`src/rtl/mem_reader_pkg.sv`:
```
// Shared definitions for the memory, loader and reader blocks: size defaults
// and the reader FSM state encoding.
package mem_reader_pkg;

    localparam int MEM_SIZE_BYTES_DEF   = 4096;
    localparam int DATA_WIDTH_BYTES_DEF = 4;
    localparam int ADDR_WIDTH_DEF       = $clog2(MEM_SIZE_BYTES_DEF);

    typedef enum logic [2:0] {
        IDLE    = 3'd0,
        ISSUE   = 3'd1,
        CAPTURE = 3'd2,
        STREAM  = 3'd3,
        DONE    = 3'd4
    } state_e;

endpackage

```
`src/rtl/mem_reader.sv`:
```
// Reads word_count words from a one-cycle-latency memory and streams them out
// byte by byte, lane 0 first. Optional running checksum: MEM_READER_CHECKSUM_EN.
module mem_reader
    import mem_reader_pkg::*;
#(
    parameter int MEM_SIZE_BYTES   = MEM_SIZE_BYTES_DEF,
    parameter int DATA_WIDTH_BYTES = DATA_WIDTH_BYTES_DEF,
    parameter int ADDR_WIDTH       = $clog2(MEM_SIZE_BYTES)
) (
    input  logic                          clk,
    input  logic                          rst_bar,
    input  logic                          start,
    input  logic [ADDR_WIDTH-1:0]         base_addr,
    input  logic [ADDR_WIDTH:0]           word_count,
    output logic [ADDR_WIDTH-1:0]         addr,
    output logic [DATA_WIDTH_BYTES-1:0]   w_bar,
    input  logic [DATA_WIDTH_BYTES*8-1:0] data_r,
    output logic [7:0]                    out_byte,
    output logic                          out_valid,
    input  logic                          out_ready,
    output logic                          busy,
`ifdef MEM_READER_CHECKSUM_EN
    output logic [31:0]                   checksum,
`endif
    output logic                          done
);

    localparam int LANE_W = (DATA_WIDTH_BYTES > 1) ? $clog2(DATA_WIDTH_BYTES) : 1;
    localparam logic [ADDR_WIDTH-1:0] ALIGN_MASK = ~ADDR_WIDTH'(DATA_WIDTH_BYTES - 1);
    localparam logic [ADDR_WIDTH-1:0] WRAP_MASK  = ADDR_WIDTH'(MEM_SIZE_BYTES - 1);
    localparam logic [ADDR_WIDTH-1:0] ADDR_STEP  = ADDR_WIDTH'(DATA_WIDTH_BYTES);
    localparam logic [LANE_W-1:0]     LAST_LANE  = LANE_W'(DATA_WIDTH_BYTES - 1);
    localparam logic [LANE_W-1:0]     LANE_ONE   = LANE_W'(1);
    localparam logic [ADDR_WIDTH:0]   REM_ONE    = (ADDR_WIDTH + 1)'(1);

    state_e                        state_q, state_d;
    logic [ADDR_WIDTH-1:0]         addr_q, addr_d;
    logic [ADDR_WIDTH:0]           rem_q, rem_d;
    logic [LANE_W-1:0]             lane_q, lane_d;
    logic [DATA_WIDTH_BYTES*8-1:0] buf_q, buf_d;
    logic [7:0]                    out_byte_q, out_byte_d;
    logic                          out_valid_q, out_valid_d;
    logic                          busy_q, busy_d;
    logic                          done_q, done_d;
    logic [31:0]                   cks_q, cks_d;

    // Next-state and next-output logic; outputs are derived from state_d so they register cleanly.
    always_comb begin
        state_d    = state_q;
        addr_d     = addr_q;
        rem_d      = rem_q;
        lane_d     = lane_q;
        buf_d      = buf_q;
        out_byte_d = out_byte_q;
        cks_d      = cks_q;

        case (state_q)
            IDLE: begin
                if (start) begin
                    cks_d = 32'h0000_0000;
                    if (word_count != '0) begin
                        addr_d  = base_addr & ALIGN_MASK;
                        rem_d   = word_count;
                        state_d = ISSUE;
                    end else begin
                        state_d = DONE;
                    end
                end else begin
                    state_d = IDLE;
                end
            end
            ISSUE: begin
                state_d = CAPTURE;
            end
            CAPTURE: begin
                buf_d      = data_r;
                lane_d     = '0;
                out_byte_d = data_r[7:0];
                state_d    = STREAM;
            end
            STREAM: begin
                // out_valid is high for the whole of STREAM, so out_ready alone is the handshake.
                if (out_ready) begin
                    cks_d = cks_q + {24'h00_0000, out_byte_q};
                    if (lane_q == LAST_LANE) begin
                        rem_d = rem_q - REM_ONE;
                        if (rem_q > REM_ONE) begin
                            addr_d  = (addr_q + ADDR_STEP) & WRAP_MASK;
                            state_d = ISSUE;
                        end else begin
                            state_d = DONE;
                        end
                    end else begin
                        lane_d     = lane_q + LANE_ONE;
                        out_byte_d = buf_q[8*int'(lane_d) +: 8];
                    end
                end else begin
                    state_d = STREAM;
                end
            end
            DONE: begin
                state_d = IDLE;
            end
            default: begin
                state_d = IDLE;
            end
        endcase

        busy_d      = (state_d != IDLE);
        out_valid_d = (state_d == STREAM);
        done_d      = (state_d == DONE);
    end

    // State and output registers; reset abandons any transfer in flight.
    always_ff @(posedge clk or negedge rst_bar) begin
        if (!rst_bar) begin
            state_q     <= IDLE;
            addr_q      <= '0;
            rem_q       <= '0;
            lane_q      <= '0;
            buf_q       <= '0;
            out_byte_q  <= 8'h00;
            out_valid_q <= 1'b0;
            busy_q      <= 1'b0;
            done_q      <= 1'b0;
            cks_q       <= 32'h0000_0000;
        end else begin
            state_q     <= state_d;
            addr_q      <= addr_d;
            rem_q       <= rem_d;
            lane_q      <= lane_d;
            buf_q       <= buf_d;
            out_byte_q  <= out_byte_d;
            out_valid_q <= out_valid_d;
            busy_q      <= busy_d;
            done_q      <= done_d;
            cks_q       <= cks_d;
        end
    end

    assign addr      = addr_q;
    assign w_bar     = {DATA_WIDTH_BYTES{1'b1}};
    assign out_byte  = out_byte_q;
    assign out_valid = out_valid_q;
    assign busy      = busy_q;
    assign done      = done_q;

`ifdef MEM_READER_CHECKSUM_EN
    assign checksum = cks_q;
`else
    logic unused_cks_s;
    assign unused_cks_s = ^cks_q;
`endif

endmodule

```
`config.mk`:
```
export PLATFORM = sky130hd
export DESIGN_NAME = mem_reader
export DESIGN_NICKNAME = d
export VERILOG_FILES = /design/src/rtl/mem_reader_pkg.sv /design/src/rtl/mem_reader.sv
export SDC_FILE = /design/constraint.sdc
export NUM_CORES = 1
export LEC_CHECK = 0
export CAP_MARGIN = 0
export CORE_ASPECT_RATIO = 0.8
export CORE_UTILIZATION = 45
export CTS_CLUSTER_SIZE = 28
export DETAILED_ROUTE_END_ITERATION = 12
export PLACE_DENSITY = 0.76
export REMOVE_ABC_BUFFERS = 1
export SYNTH_ARGS = -nofsm -noshare
export SYNTH_HDL_FRONTEND = slang
export SYNTH_SLANG_ARGS = --single-unit
```
`constraint.sdc`:
```
create_clock -name clk -period 2.12 [get_ports clk]
set_clock_uncertainty 0.15 [all_clocks]
set_input_delay 0.424 -clock clk [delete_from_list [all_inputs] [get_ports clk]]
set_output_delay 0.424 -clock clk [all_outputs]
set_load 0.1 [all_outputs]
```
==> impl_results.md, run 1 <==
* Yosys warns at 0
* GRT overflow at 0
* Core area at 0.008055 mm2
* CTS tree: done
* Status: finished with violations
* EDFF count, synth at 0
* RSZ-0062 raised after global routing: true
* CTS max path bufs at 2
* Synth Area in Simple Gates at 15.97%
* Mean Syn Cell Area at 10.61 um2
* Detailed Route WL at 9.579 mm
* Largest net degree at the start of global routing at 72
* Worst R2R Path Depth at 7
* Tcrit/Tclk final at 100.9%
* CP Data Required Time at 2.19 ns
* Yosys top cell area share at 46.76%
* Mux cell area share after synthesis at 14.49%
* First-pass GRT wire length at 16.00 mm
* Max-cap viol count at 0
* Layout area overhead at 39.81%
* DR pass1 iterations at 4
* HP Class: input pin to flip-flop
* Post-place setup slack at -0.4465 ns
* Distinct cell type count after synthesis at 59
* Clock sink total at 71
* RR Startpoint: rem_q[1]
* Port Buffers at 79
* Top area cells in the synthesized netlist: dfrtp_1, mux2_2, mux4_2
* Nets at 536
* Detailed-route via count at 3324
* Top cells by count, synth: dfrtp_1, nand2_1, mux2_2
* I/O Pins at 88
* Synth Flop Type: dfrtp_1
* Failing checks: setup timing
* CP Max Fanout at 2
* Min cycle time layout at 2.139 ns
* H-tree depth at 3
* R2r endpoint: busy
* Num rows at 29
* Register area share after synthesis at 46.76%
* Pwr dens at 1600 mW/mm2
* Leakage at 2.197 nW
* Total GRT Usage at 22.91%
* Synth async-reset ratio at 100.0%
* Dominant cell type by area after synthesis: dfrtp_1
* DR WL/cell at 16.40 um
* Initial core utilization at 47.17%
* Final setup TNS at -0.01949 ns
* Worst setup EP type: flip-flop
* Synthesized area at 0.003800 mm2
* Fillers at 666
* Worst-Skew Late Latency at 0.35 ns
* Post-DRT Antenna Nets at 0
* Crit path DAT at 2.21 ns
* Startpoint Class: input pin
* Critical path's largest stage delay at 0.45 ns
* Die height at 84.19 um
* Cell count after synthesis at 358
* Fmax at 0.4674 GHz
* Setup CP Type: input pin to flip-flop
* Final worst slack at -0.01949 ns
* Post-synthesis compound-gate area fraction at 16.86%
* Vias in the first global route at 3295
* Hold endpoint: rem_q[11]
* Initial detailed-routing violation count at 176
* Die Wd at 104.7 um
* Initial antenna violation count at 0
* Max VDD drop at 0.0007070 V
* Synth Area in Adders at 1.317%
* DRC at 0
* Final hold vios at 0
* CP max-delay cell: clkdlybuf4s50_1
* Largest family of logic cells by synthesized area: compound AO/OA/AOI/OAI gates
* Root Driver: clkbuf_8
* Post-DR vias/cell at 5.692
* Clock transition at path regs at 0.07 ns
* Setup-failing EPs final at 1
* Post-synthesis register bit count at 71
* Min Hold Slack at 0.3153 ns
* Layout cells sized above 1 at 30.46%
* Top-count cell post-synth: dfrtp_1
* CTS buffer count at 9
* Gp weighted congestion at 0.8243
* Hold wc startpoint: word_count[11]
* Number of antenna diodes at 0
* Dpl hpwl at 6.901 mm
* Hold depth at 3
* Synth Area in XOR/XNOR at 0%
* FF-to-FF setup slack at 0.06 ns
* Max-slew violation count at 0
* Die Footprint at 0.008818 mm2
* Cells along the critical path: clkdlybuf4s50_1 -> nor4_2 -> and4_4 -> nor2_4 -> or3_4 -> or3_1
==> placed cells by master (no fill, tap or decap), drive strengths merged, types with 3 or more instances in the layout <==
| master | count |
|---|---|
| nor3 | 9 |
| o2bb2ai | 6 |
| nor4 | 4 |
| mux2 | 32 |
| o32ai | 4 |
| clkdlybuf4s50 | 52 |
| o41ai | 4 |
| clkbuf | 12 |
| nand3 | 3 |
| a31oi | 11 |
| conb | 6 |
| mux4 | 8 |
| buf | 67 |
| and3 | 5 |
| nand3b | 3 |
| and2 | 4 |
| a22oi | 4 |
| dfrtp | 71 |
| nand4 | 4 |
| o21ai | 20 |
| inv | 7 |
| ha | 4 |
| o22a | 3 |
| nand2b | 3 |
| a211oi | 4 |
| dlymetal6s2s | 4 |
| a21oi | 17 |
| nor2 | 31 |
| nand2 | 38 |
==> logic make-up after synthesis <==
group           count (synthesis)
buf+inv                        33
other cells                     2
fa+ha+maj                       4
simple gates                  116
compound gates                 91
mux                            41
flops                          71
==> per-stage QoR <==
| step | instances | power [mW] | cell area [um2] | util [%] |
|---|---|---|---|---|
| finish | 584 | 8.502 | 5313 | 65.95 |
| global route | 584 | 9.066 | 5313 | 65.95 |
| CTS | 580 | 8.477 | 5236 | 65.00 |
| detailed placement | 562 | 7.448 | 5025 | 62.38 |
| global placement | 562 | 7.265 | 5025 | 62.38 |
| floorplan | 335 | 5.744 | 3670 | - |
==> registers in the layout (all words and copies together), names as in the netlist <==
signal / cells
addr: 10
lane_q: 2
rem_q: 13
busy: 1
done: 1
buf_q: 32
out_valid: 1
state_q: 3
out_byte: 8
==> worst max-delay path, delay by kind of cell <==
kind | cells | cell delay (ns)
AND/OR/NAND/NOR | 5 | 1.33
buffers and inverters | 1 | 0.45
==> worst max-delay path by stage <==
| stage | start | endpoint | slack (ns) |
|---|---|---|---|
| 2_1_floorplan | state_q[2] | buf_q[0] | -0.47 |
| 6_report | word_count[8] | busy | -0.02 |
| 5_1_grt | rem_q[0] | rem_q[10] | -0.04 |
| 3_3_place_gp | word_count[9] | busy | -0.44 |
| 4_1_cts | word_count[0] | busy | 0.006 |
| 3_5_place_dp | word_count[9] | busy | -0.45 |
==> metal layers <==
| metal | part of all wire (%) | global-route usage (%) | up-vias |
|---|---|---|---|
| met4 | 0.47 | 2.817 | 0 |
| met3 | 7.4 | 6.522 | 8 |
| met2 | 48 | 38.05 | 114 |
| met1 | 44 | 31.00 | 1649 |
| met5 | 0 | 0 | - |
| li1 | - | - | 1553 |
==> area by class of cell <==
cell class,instances,area [um2],share of cell area [%]
flip-flops and latches,71,1777,33.44
well taps,108,135.1,2.544
repair buffers,125,1265,23.81
clock buffers,12,155.1,2.920
clock inverters,4,28.78,0.5417
inverters,6,22.52,0.4239
multi-input cells,258,1929,36.32
==> timing repair <==
| action | 4_1_cts | 5_1_grt |
|---|---|---|
| setup buffers | 1 | 4 |
| pin swaps | 3 | 6 |
| endpoints found under the hold margin | 71 | 0 |
| hold buffers | 1 | 0 |
| gates resized for setup | 6 | 14 |
| endpoints found under the setup margin | 10 | 12 |
==> power breakdown <==
group / internal, mW / switching, mW / leakage [nW]
sequential: 1.99 / 0.501 / 0.825
combinational: 2.12 / 2.87 / 1.28
clock: 0.492 / 0.527 / 0.0890
total: 4.60 / 3.90 / 2.20
(Power assumes the default switching activity.)
==> run 2: changes to the inputs <==
--- a/config.mk
+++ b/config.mk
@@ -8,6 +8,7 @@
 export CAP_MARGIN = 0
 export CORE_ASPECT_RATIO = 0.8
 export CORE_UTILIZATION = 45
+export CTS_BUF_LIST = sky130_fd_sc_hd__clkbuf_16
 export CTS_CLUSTER_SIZE = 28
 export DETAILED_ROUTE_END_ITERATION = 12
 export PLACE_DENSITY = 0.76
==> run 2 against run 1 <==
Compared with the run above: register-to-register slack about the same; sequential share of layout area decreased by 0.60 points; clock-buffer cell count decreased by 3; final area increased by 1.8%; flip-flop and latch count unchanged; via count decreased by 0.51%; the run now ends clean; maximum frequency increased by 4.1%; utilization increased by 1.2 points; non-clock buffer count decreased by 1; routed wire length increased by 2.2%.
==> impl_results.md, run 2 (synthesis results as in run 1) <==
* Nets at 535
* Final Cell Area at 0.005409 mm2
* Post-DP Area at 0.005025 mm2
* Fmax at 0.4866 GHz
* RSZ-0062 raised after global routing: true
* Num rows at 29
* Die Wd at 104.7 um
* Clock transition at path regs at 0.06 ns
* Final worst slack at 0.06499 ns
* Post-DR vias/cell at 5.672
* CTS buffer count at 9
* Max VDD drop at 0.0006920 V
* Crit path DAT at 2.11 ns
* Max reg flops at 32
* Leakage at 2.232 nW
* Vias in the first global route at 3352
* Most common cell after layout, fill and taps aside: dfrtp_1
* Initial core utilization at 47.17%
* Max-slew violation count at 0
* Worst-Skew Late Latency at 0.33 ns
* H-tree depth at 3
* Tcrit/Tclk final at 96.93%
* Die height at 84.19 um
* Initial antenna violation count at 0
* DR WL/cell at 16.80 um
* Detailed Route WL at 9.793 mm
* Setup-failing EPs final at 0
* CTS max path bufs at 2
* Worst setup EP type: flip-flop
* Reg with most FFs: buf_q
* DRC at 0
* GRT overflow at 0
* Layout area overhead at 42.34%
* Final core utilization at 67.15%
* Layout cells sized above 1 at 30.32%
* Core area at 0.008055 mm2
* Number of antenna diodes at 0
* Status: completed
* Total GRT Usage at 23.51%
* Startpoint Class: flip-flop
* HP Class: input pin to flip-flop
* Post-DRT Antenna Nets at 0
* CP Max Fanout at 3
* Min cycle time layout at 2.055 ns
* CTS tree: done
* Die Footprint at 0.008818 mm2
* Pwr dens at 1642 mW/mm2
* Final hold vios at 0
* Post-place setup slack at -0.4465 ns
* I/O Pins at 88
* Dpl hpwl at 6.901 mm
* Detailed-route via count at 3307
* Root Driver: clkbuf_16
* Initial detailed-routing violation count at 144
* Gp weighted congestion at 0.8243
* Largest net degree at the start of global routing at 72
* DR pass1 iterations at 5
* Most frequent cells in the layout: dfrtp_1, buf_4, clkdlybuf4s50_1, nand2_1, mux2_2
* Final setup TNS at 0 ns
* Clock sink total at 71
* Setup CP Type: flip-flop to flip-flop
* CP Data Required Time at 2.17 ns
* First-pass GRT wire length at 16.37 mm
* Port Buffers at 79
* Tot Pwr at 8.880 mW
* Max-cap viol count at 0
-- run 2: cell count changes in the layout (fill, tap and decap cells not counted), sizes merged --
cell	change
buf	-1
clkbuf	-3
clkdlybuf4s50	-4
clkinv	+2
dlygate4sd2	+5
dlymetal6s2s	-1
inv	+1
-- run 2: layer usage --
layer | wire (um) | up-vias | track usage [%]
met5 | 0 | - | 0
met4 | 104 | 0 | 4.609
met3 | 627 | 13 | 5.823
met2 | 4630 | 115 | 39.61
met1 | 4431 | 1631 | 31.21
li1 | - | 1548 | -
-- run 2: through the flow --
stage,hold slack [ns],std cells
floorplan,-0.02159,335
global placement,0.3280,562
detailed placement,0.3346,562
CTS,0.3580,581
global route,0.3322,583
finish,0.2945,583
-- run 2: worst paths after layout --
path,from,end,slack (ns),depth (start not counted)
max,rem_q[1],busy,0.06,7
min,word_count[0],rem_q[0],0.29,3
max in group asynchronous,rst_bar,rem_q[11],1.01,3
min reg2reg,buf_q[0],buf_q[0],0.36,1
max reg2reg,rem_q[1],busy,0.06,7
min in group asynchronous,rst_bar,buf_q[21],0.49,3
-- run 2: area by class of cell --
cell class / instances / area, um2
Fill cell: 648 / 2646
Timing Repair Buffer: 124 / 1261
Tap cell: 108 / 135.1
Inverter: 6 / 22.52
Sequential cell: 71 / 1777
Clock inverter: 7 / 40.04
Clock buffer: 9 / 225.2
Multi-Input combinational cell: 258 / 1948
-- run 2: where the power goes --
| group | internal [mW] | switching, mW |
|---|---|---|
| logic | 2.13 | 2.89 |
| registers | 1.99 | 0.506 |
| clock network | 0.781 | 0.584 |
| total | 4.90 | 3.98 |
-- run 2: worst max-delay path, cell delays in order, from the launching register on --
cell,delay [ns]
dfrtp_1,0.41
inv_2,0.08
ha_1,0.13
o21bai_2,0.12
and4b_1,0.25
a21oi_2,0.09
or3_4,0.39
or3_1,0.31
-- run 2: repair_timing --
action	in CTS	in global routing
setup endpoints to repair	11	14
hold endpoints to repair	71	0
resized for setup	11	16
hold buffers	1	0
pin swaps	6	6
setup buffers	2	2
